$ cat config.mk
export PLATFORM = sky130hd
export DESIGN_NAME = cart_load_ctrl
export DESIGN_NICKNAME = d
export VERILOG_FILES = /design/src/rtl/cart_pkg.sv /design/src/rtl/cart_bs_detect.sv /design/src/rtl/cart_load_ctrl.sv
export SDC_FILE = /design/constraint.sdc
export NUM_CORES = 1
export LEC_CHECK = 0
export ABC_AREA = 0
export CORE_ASPECT_RATIO = 0.8
export CORE_MARGIN = 2
export CORE_UTILIZATION = 40
export DETAILED_ROUTE_END_ITERATION = 16
export PLACE_DENSITY = 0.65
export SETUP_SLACK_MARGIN = 0.5
export SYNTH_ARGS = -nofsm -noshare
export SYNTH_HDL_FRONTEND = slang
export SYNTH_SLANG_ARGS = --single-unit
export TNS_END_PERCENT = 1
$ cat constraint.sdc
create_clock -name clk_sys -period 5.19 [get_ports clk_sys]
set_clock_uncertainty 0.1 [all_clocks]
set_input_delay 0.7785 -clock clk_sys [delete_from_list [all_inputs] [get_ports clk_sys]]
set_output_delay 0.7785 -clock clk_sys [all_outputs]
set_load 0.005 [all_outputs]
$ cat src/rtl/cart_pkg.sv
// Shared types and constants for the cartridge loader: bank-switch codes,
// loader FSM states and the file-extension to bank-switch mapping.
package cart_pkg;

  localparam logic [16:0] ROM_MAX     = 17'd32768;
  localparam int unsigned HOLD_CYCLES = 16;

  typedef enum logic [3:0] {
    BS_NONE = 4'd0,
    BS_F8   = 4'd1,
    BS_F6   = 4'd2,
    BS_FE   = 4'd3,
    BS_E0   = 4'd4,
    BS_3F   = 4'd5,
    BS_F4   = 4'd6,
    BS_P2   = 4'd7,
    BS_FA   = 4'd8,
    BS_CV   = 4'd9
  } bs_t;

  typedef enum logic [1:0] {
    IDLE   = 2'd0,
    LOAD   = 2'd1,
    FINISH = 2'd2,
    HOLD   = 2'd3
  } state_t;

  // Extension is three ASCII characters including the leading dot.
  function automatic bs_t ext_to_bs(input logic [23:0] ext);
    bs_t bs;
    case (ext)
      ".F8":   bs = BS_F8;
      ".F6":   bs = BS_F6;
      ".FE":   bs = BS_FE;
      ".E0":   bs = BS_E0;
      ".3F":   bs = BS_3F;
      ".F4":   bs = BS_F4;
      ".P2":   bs = BS_P2;
      ".FA":   bs = BS_FA;
      ".CV":   bs = BS_CV;
      default: bs = BS_NONE;
    endcase
    return bs;
  endfunction

endpackage

$ cat src/rtl/cart_bs_detect.sv
// Watches bytes written into ROM for the F8/F6 bank-switch store idioms
// (STA/LDA abs to $1FF9 or $1FF6) and remembers which were seen.
module cart_bs_detect
  import cart_pkg::*;
(
  input  logic       clk_sys,
  input  logic       reset_n,
  input  logic       clear,
  input  logic       wr_en,
  input  logic [7:0] wr_data,
  output logic       f8_seen,
  output logic       f6_seen
);

  logic [7:0] b1_q, b1_d, b0_q, b0_d;
  logic       f8_q, f8_d, f6_q, f6_d;
  logic       opcode_hit;

  // b1 holds the older byte, b0 the previous one; wr_data completes the triple.
  assign opcode_hit = (b1_q == 8'h8D || b1_q == 8'hAD) && (wr_data == 8'h1F);

  always_comb begin
    b1_d = b1_q;
    b0_d = b0_q;
    f8_d = f8_q;
    f6_d = f6_q;
    if (clear) begin
      b1_d = 8'h00;
      b0_d = 8'h00;
      f8_d = 1'b0;
      f6_d = 1'b0;
    end else if (wr_en) begin
      b1_d = b0_q;
      b0_d = wr_data;
      if (opcode_hit && b0_q == 8'hF9) f8_d = 1'b1;
      if (opcode_hit && b0_q == 8'hF6) f6_d = 1'b1;
    end
  end

  always_ff @(posedge clk_sys or negedge reset_n) begin
    if (!reset_n) begin
      b1_q <= 8'h00;
      b0_q <= 8'h00;
      f8_q <= 1'b0;
      f6_q <= 1'b0;
    end else begin
      b1_q <= b1_d;
      b0_q <= b0_d;
      f8_q <= f8_d;
      f6_q <= f6_d;
    end
  end

  assign f8_seen = f8_q;
  assign f6_seen = f6_q;

endmodule

$ cat src/rtl/cart_load_ctrl.sv
// Cartridge ROM download controller: streams HPS download bytes into ROM,
// holds the console in reset and reports size/bank-switch scheme.
// Define CART_BS_DETECT_EN to auto-detect F8/F6/F4 when the extension is unknown.
module cart_load_ctrl
  import cart_pkg::*;
(
  input  logic        clk_sys,
  input  logic        reset_n,
  input  logic        ioctl_download,
  input  logic        ioctl_wr,
  input  logic [16:0] ioctl_addr,
  input  logic [7:0]  ioctl_dout,
  input  logic [23:0] file_ext,
  input  logic [1:0]  sc_mode,
  input  logic        sc_tag,
  output logic        rom_we,
  output logic [14:0] rom_waddr,
  output logic [7:0]  rom_wdata,
  output logic        hold_reset,
  output logic [3:0]  force_bs,
  output logic        sc,
  output logic [16:0] rom_size,
  output logic        overflow,
  output logic        load_done
);

  localparam logic [3:0] HOLD_LAST = 4'(HOLD_CYCLES - 1);

  state_t      state_q, state_d;
  logic        dl_q;
  logic        rom_we_q, rom_we_d;
  logic [14:0] rom_waddr_q, rom_waddr_d;
  logic [7:0]  rom_wdata_q, rom_wdata_d;
  logic        hold_reset_q, hold_reset_d;
  bs_t         force_bs_q, force_bs_d;
  logic        sc_q, sc_d;
  logic [16:0] cnt_q, cnt_d;
  logic [16:0] rom_size_q, rom_size_d;
  logic        overflow_q, overflow_d;
  logic        load_done_q, load_done_d;
  logic [3:0]  hold_cnt_q, hold_cnt_d;

  logic        dl_rise, dl_fall, in_range, load_wr, load_start;
  logic [17:0] addr_plus1;

  assign dl_rise    = ioctl_download & ~dl_q;
  assign dl_fall    = ~ioctl_download & dl_q;
  assign in_range   = ioctl_addr < ROM_MAX;
  assign load_wr    = (state_q == LOAD) && ioctl_wr && in_range;
  assign addr_plus1 = {1'b0, ioctl_addr} + 18'd1;

`ifdef CART_BS_DETECT_EN
  logic f8_seen, f6_seen;
  bs_t  detect_bs;

  cart_bs_detect u_detect (
    .clk_sys (clk_sys),
    .reset_n (reset_n),
    .clear   (load_start),
    .wr_en   (load_wr),
    .wr_data (ioctl_dout),
    .f8_seen (f8_seen),
    .f6_seen (f6_seen)
  );

  always_comb begin
    detect_bs = BS_NONE;
    if (cnt_q == (ROM_MAX >> 2) && f8_seen)      detect_bs = BS_F8;
    else if (cnt_q == (ROM_MAX >> 1) && f6_seen) detect_bs = BS_F6;
    else if (cnt_q == ROM_MAX)                   detect_bs = BS_F4;
  end
`endif

  always_comb begin
    state_d     = state_q;
    rom_we_d    = 1'b0;
    rom_waddr_d = rom_waddr_q;
    rom_wdata_d = rom_wdata_q;
    force_bs_d  = force_bs_q;
    sc_d        = sc_q;
    cnt_d       = cnt_q;
    rom_size_d  = rom_size_q;
    overflow_d  = overflow_q;
    load_done_d = 1'b0;
    hold_cnt_d  = hold_cnt_q;
    load_start  = 1'b0;

    case (state_q)
      IDLE: if (dl_rise) load_start = 1'b1;
      // A strobe in the same cycle as the falling edge is still committed.
      LOAD: begin
        if (ioctl_wr) begin
          rom_waddr_d = ioctl_addr[14:0];
          rom_wdata_d = ioctl_dout;
          rom_we_d    = in_range;
          if (!in_range) overflow_d = 1'b1;
          if (addr_plus1 > {1'b0, cnt_q})
            cnt_d = addr_plus1[17] ? 17'h1FFFF : addr_plus1[16:0];
        end
        if (dl_fall) state_d = FINISH;
      end
      FINISH: begin
        rom_size_d  = cnt_q;
        load_done_d = 1'b1;
        hold_cnt_d  = 4'd0;
        state_d     = HOLD;
`ifdef CART_BS_DETECT_EN
        if (force_bs_q == BS_NONE) force_bs_d = detect_bs;
`endif
      end
      HOLD: begin
        if (dl_rise)                    load_start = 1'b1;
        else if (hold_cnt_q == HOLD_LAST) state_d  = IDLE;
        else                            hold_cnt_d = hold_cnt_q + 4'd1;
      end
      default: state_d = IDLE;
    endcase

    if (load_start) begin
      state_d    = LOAD;
      cnt_d      = 17'd0;
      overflow_d = 1'b0;
      force_bs_d = ext_to_bs(file_ext);
      case (sc_mode)
        2'd0:    sc_d = sc_tag;
        2'd1:    sc_d = 1'b0;
        default: sc_d = 1'b1;
      endcase
    end

    hold_reset_d = (state_d != IDLE);
  end

  always_ff @(posedge clk_sys or negedge reset_n) begin
    if (!reset_n) begin
      state_q      <= IDLE;
      dl_q         <= 1'b0;
      rom_we_q     <= 1'b0;
      rom_waddr_q  <= 15'd0;
      rom_wdata_q  <= 8'd0;
      hold_reset_q <= 1'b0;
      force_bs_q   <= BS_NONE;
      sc_q         <= 1'b0;
      cnt_q        <= 17'd0;
      rom_size_q   <= 17'd0;
      overflow_q   <= 1'b0;
      load_done_q  <= 1'b0;
      hold_cnt_q   <= 4'd0;
    end else begin
      state_q      <= state_d;
      dl_q         <= ioctl_download;
      rom_we_q     <= rom_we_d;
      rom_waddr_q  <= rom_waddr_d;
      rom_wdata_q  <= rom_wdata_d;
      hold_reset_q <= hold_reset_d;
      force_bs_q   <= force_bs_d;
      sc_q         <= sc_d;
      cnt_q        <= cnt_d;
      rom_size_q   <= rom_size_d;
      overflow_q   <= overflow_d;
      load_done_q  <= load_done_d;
      hold_cnt_q   <= hold_cnt_d;
    end
  end

  assign rom_we     = rom_we_q;
  assign rom_waddr  = rom_waddr_q;
  assign rom_wdata  = rom_wdata_q;
  assign hold_reset = hold_reset_q;
  assign force_bs   = force_bs_q;
  assign sc         = sc_q;
  assign rom_size   = rom_size_q;
  assign overflow   = overflow_q;
  assign load_done  = load_done_q;

endmodule
==> impl_metrics.csv <==
group,metric,value,unit
hold_path,min_path_type,"reg -> reg",
setup_path,ff2ff_setup_slack,2640,ps
final_layout,area_growth,38.4,%
clocking,cts-resized-gates,0,
timing,period_minus_slack,4250,ps
final_layout,drive_above_1_share,17.9,%
routing,num_vias,3017,
clocking,cts.sinks,73,
die,start_util,41.1,%
setup_path,reg2reg_to,"cnt_q[15]$_DFFE_PN0P_",
setup_path,endpoint,"cnt_q[15]$_DFFE_PN0P_",
yosys,synthFlopType,"dfrtp_1",
clocking,cts_made_buffers,9,
final_layout,antenna_cells,0,
timing,setup_violations,0,
yosys,synth_edf_count,0,
yosys,ys_async_sr_fraction,100,%
routing,wire_per_inst,15.5,microns
die,die_y,92.9,microns
routing,drt_wl_total,9020,microns
timing,holdWs,402,ps
die,die_x,115,microns
yosys,synth_area,3950,sq um
power,cellPowerDensity,513,nW/um^2
placement,routabilityCongestion,0.852,
setup_path,worst-path-max-fanout,9,
placement,dpl.hpwl,6780,microns
global_routing,gr-total-overflow,0,
setup_path,reg2reg_depth,9,
clocking,clkSlewWorstSetupHoldPaths,60,ps
die,num_rows,32,
setup_path,crit_chain,"clkdlybuf4s50_1, and3_1, nand3_2, nor2_1, nand3_1, xor2_1, inv_1, ha_1, nand4_1, nor3_1, nand2_1, a31oi_2, o31a_1, buf_4, a221oi_2",
job,cap_viol_max_count,0,
setup_path,startpoint,"ioctl_addr[2]",
global_routing,grt_pass1_vias,2904,
clocking,post_cts_buffers,0,
setup_path,path_buf_inv,3,
setup_path,cp_data_required_time,5290,ps
clocking,cts_buffer_depth,2,
clocking,h-tree-depth,3,
final_layout,layout.nets,537,
setup_path,path_class,"in -> reg",
yosys,synth_cell_types,55,
timing,timing.setup.tns,0,ps
timing,slew_violations,0,
timing,min_period_over_period,81.9,%
setup_path,slowest_delay,550,ps
timing,tightestPinTransition,986,ps
clocking,clk_latency,330,ps
power,total_power,0.00281,W
clocking,cts_hold_buffers,0,
clocking,cts_tree,"done",
yosys,synthCells,349,
setup_path,startpoint_type,"input pin",
setup_path,cp.depth,15,
yosys,synth_nets,428,
setup_path,cp_top_family,"simple AND/OR/NAND/NOR gates",
global_routing,grt_first_pass_wirelength,14600,microns
timing,slew-limit-headroom,34.3,%
die,core,9610,sq um
routing,drtAntennaViolNets,0,
clocking,cts_root_buf,"clkbuf_16",
yosys,yosysSeqAreaShare,46.2,%
setup_path,critical_path_arrival,4350,ps
routing,drt_iter0_drc,98,
timing,rsz0062_at_grt,"no",
power,ir_worst_vdd,252,uV
setup_path,end_kind,"flop",
setup_path,worst_r2r_startpoint,"state_q[1]$_DFF_PN0_",
power,leakagePower,2.33,nW
final_layout,finish.utilization,56.9,%
timing,max_freq,0.235,GHz
yosys,synth_warnings,0,
yosys,syn_avg_cell_area,11.3,sq um
run_status,status,"finished, final reports clean",
global_routing,grt_start_max_net_pins,74,
routing,drc,0,
routing,dr.pass1.iters,4,
global_routing,track_usage,17.5,%
setup_path,slowest_stage,"clkdlybuf4s50_1",
die,pin_count,105,
yosys,synth_seq_cells,73,
global_routing,antenna_found_initial,0,
placement,portBuffers,104,
timing,hold_violations,0,
die,die-area,10700,sq um
routing,vias_per_cell,5.18,
-- area by class of cell --
class                      count  area (sq um)
timing repair buffer         108          1070
clock buffer                  11           243
multi-input combinational    228          1940
fill                         812          4140
sequential                    73          1830
clock inverter                 5           103
inverter                      38           143
tap                          119           149
-- per-stage QoR --
step | instance area, sq um | worst slack (ps) | cells
CTS | 5470 | 1010 | 582
global route | 5470 | 633 | 582
global placement | 5120 | 741 | 566
detailed placement | 5120 | 670 | 566
floorplan | 3950 | 1750 | 349
finish | 5470 | 937 | 582
-- layout by cell type (no fill, tap or decap), types with 2 or more instances in the layout --
cell / synthesis / final
a21oi_1: 10 / 10
mux2_2: 41 / 41
nand4_1: 4 / 4
bufinv_16: 0 / 3
nand3_2: 2 / 2
o21ai_0: 6 / 6
a32oi_1: 2 / 2
nor3b_1: 2 / 2
clkdlybuf4s50_1: 0 / 103
dfrtp_1: 73 / 73
a211oi_1: 2 / 2
xnor2_1: 10 / 10
nor3_2: 1 / 2
a221oi_1: 6 / 6
and4_1: 3 / 3
nand2b_1: 9 / 9
nor3_1: 3 / 2
o31a_1: 3 / 3
nand2_1: 12 / 12
nor2_1: 20 / 20
ha_1: 23 / 23
buf_4: 1 / 5
xor2_1: 8 / 8
a31oi_1: 5 / 5
nor2b_1: 3 / 3
nand3_1: 10 / 10
inv_1: 38 / 38
a221oi_2: 10 / 10
clkbuf_16: 0 / 9
nor4b_1: 2 / 2
and3_1: 7 / 7
mux2i_1: 2 / 2
-- synth_stat cells, types with 2 or more instances --
master | n | area share, %
xnor2_1 | 10 | 2.2
nor2_1 | 20 | 1.9
nor4b_1 | 2 | 0.44
a31oi_1 | 5 | 0.79
mux2i_1 | 2 | 0.51
mux2_2 | 41 | 12
nand4_1 | 4 | 0.63
clkbuf_1 | 5 | 0.47
o31a_1 | 3 | 0.66
xor2_1 | 8 | 1.8
a21oi_1 | 10 | 1.3
inv_1 | 38 | 3.6
buf_1 | 2 | 0.19
nor3_1 | 3 | 0.38
nand2_1 | 12 | 1.1
nand3_1 | 10 | 1.3
nor3b_1 | 2 | 0.38
ha_1 | 23 | 7.3
a32oi_1 | 2 | 0.44
a221oi_1 | 6 | 1.3
nand2b_1 | 9 | 1.4
nand3_2 | 2 | 0.51
nor2b_1 | 3 | 0.47
dfrtp_1 | 73 | 46
a211oi_1 | 2 | 0.38
and3_1 | 7 | 1.1
a221oi_2 | 10 | 3.8
o21ai_0 | 6 | 0.76
and4_1 | 3 | 0.66
-- worst reg2reg max path: cells and delay by family, from the launching register on --
family                     cells  cell delay (ps)
buffers and inverters          3              620
DFF                            1              410
and+or+nand+nor                1               70
AOI/OAI and AO/OA              4             1020
adders and majority gates      1              210
-- kinds of logic after synthesis --
logic type      share of synthesized area, %
mux                                     12.2
buf+inv                                 4.88
flops                                   46.2
fa+ha+maj                               7.28
simple gates                            13.9
xor+xnor                                3.99
compound gates                          11.6
-- worst min-delay path by stage --
| stage | from | to | slack (ps) | cells past startpoint |
|---|---|---|---|---|
| 2_1_floorplan | reset_n | cnt_q[0]$_DFFE_PN0P_ | 380 | 0 |
| 3_3_place_gp | overflow$_DFFE_PN0P_ | overflow$_DFFE_PN0P_ | 380 | 2 |
| 3_5_place_dp | rom_waddr[0]$_DFFE_PN0P_ | rom_waddr[0]$_DFFE_PN0P_ | 390 | 1 |
| 4_1_cts | rom_wdata[4]$_DFFE_PN0P_ | rom_wdata[4]$_DFFE_PN0P_ | 410 | 1 |
| 5_1_grt | rom_wdata[1]$_DFFE_PN0P_ | rom_wdata[1]$_DFFE_PN0P_ | 420 | 1 |
| 6_report | rom_wdata[2]$_DFFE_PN0P_ | rom_wdata[2]$_DFFE_PN0P_ | 400 | 1 |
-- state kept, by name, indices dropped and copies added (netlist names) --
register,count
force_bs,4
hold_reset,1
sc,1
rom_waddr,15
dl_q,1
hold_cnt_q,4
rom_size,17
rom_wdata,8
overflow,1
rom_we,1
cnt_q,17
state_q,2
load_done,1
-- where the power goes --
part           leakage (nW)  total, W  switching, W  internal, W
Clock                 0.166  0.000716      0.000234     0.000482
Combinational          1.26   0.00113      0.000449     0.000684
Sequential            0.903  0.000960      0.000135     0.000825
Total                  2.33   0.00281      0.000818      0.00199
-- metal layers --
metal  up-vias  GRT usage (%)  share of wire, %
li1       1474              -                 -
met3        11           4.71               4.9
met4         0           5.42               1.3
met1      1460           25.8                50
met2        72           24.9                43
met5         -              0                 0
(Power assumes the default switching activity.)
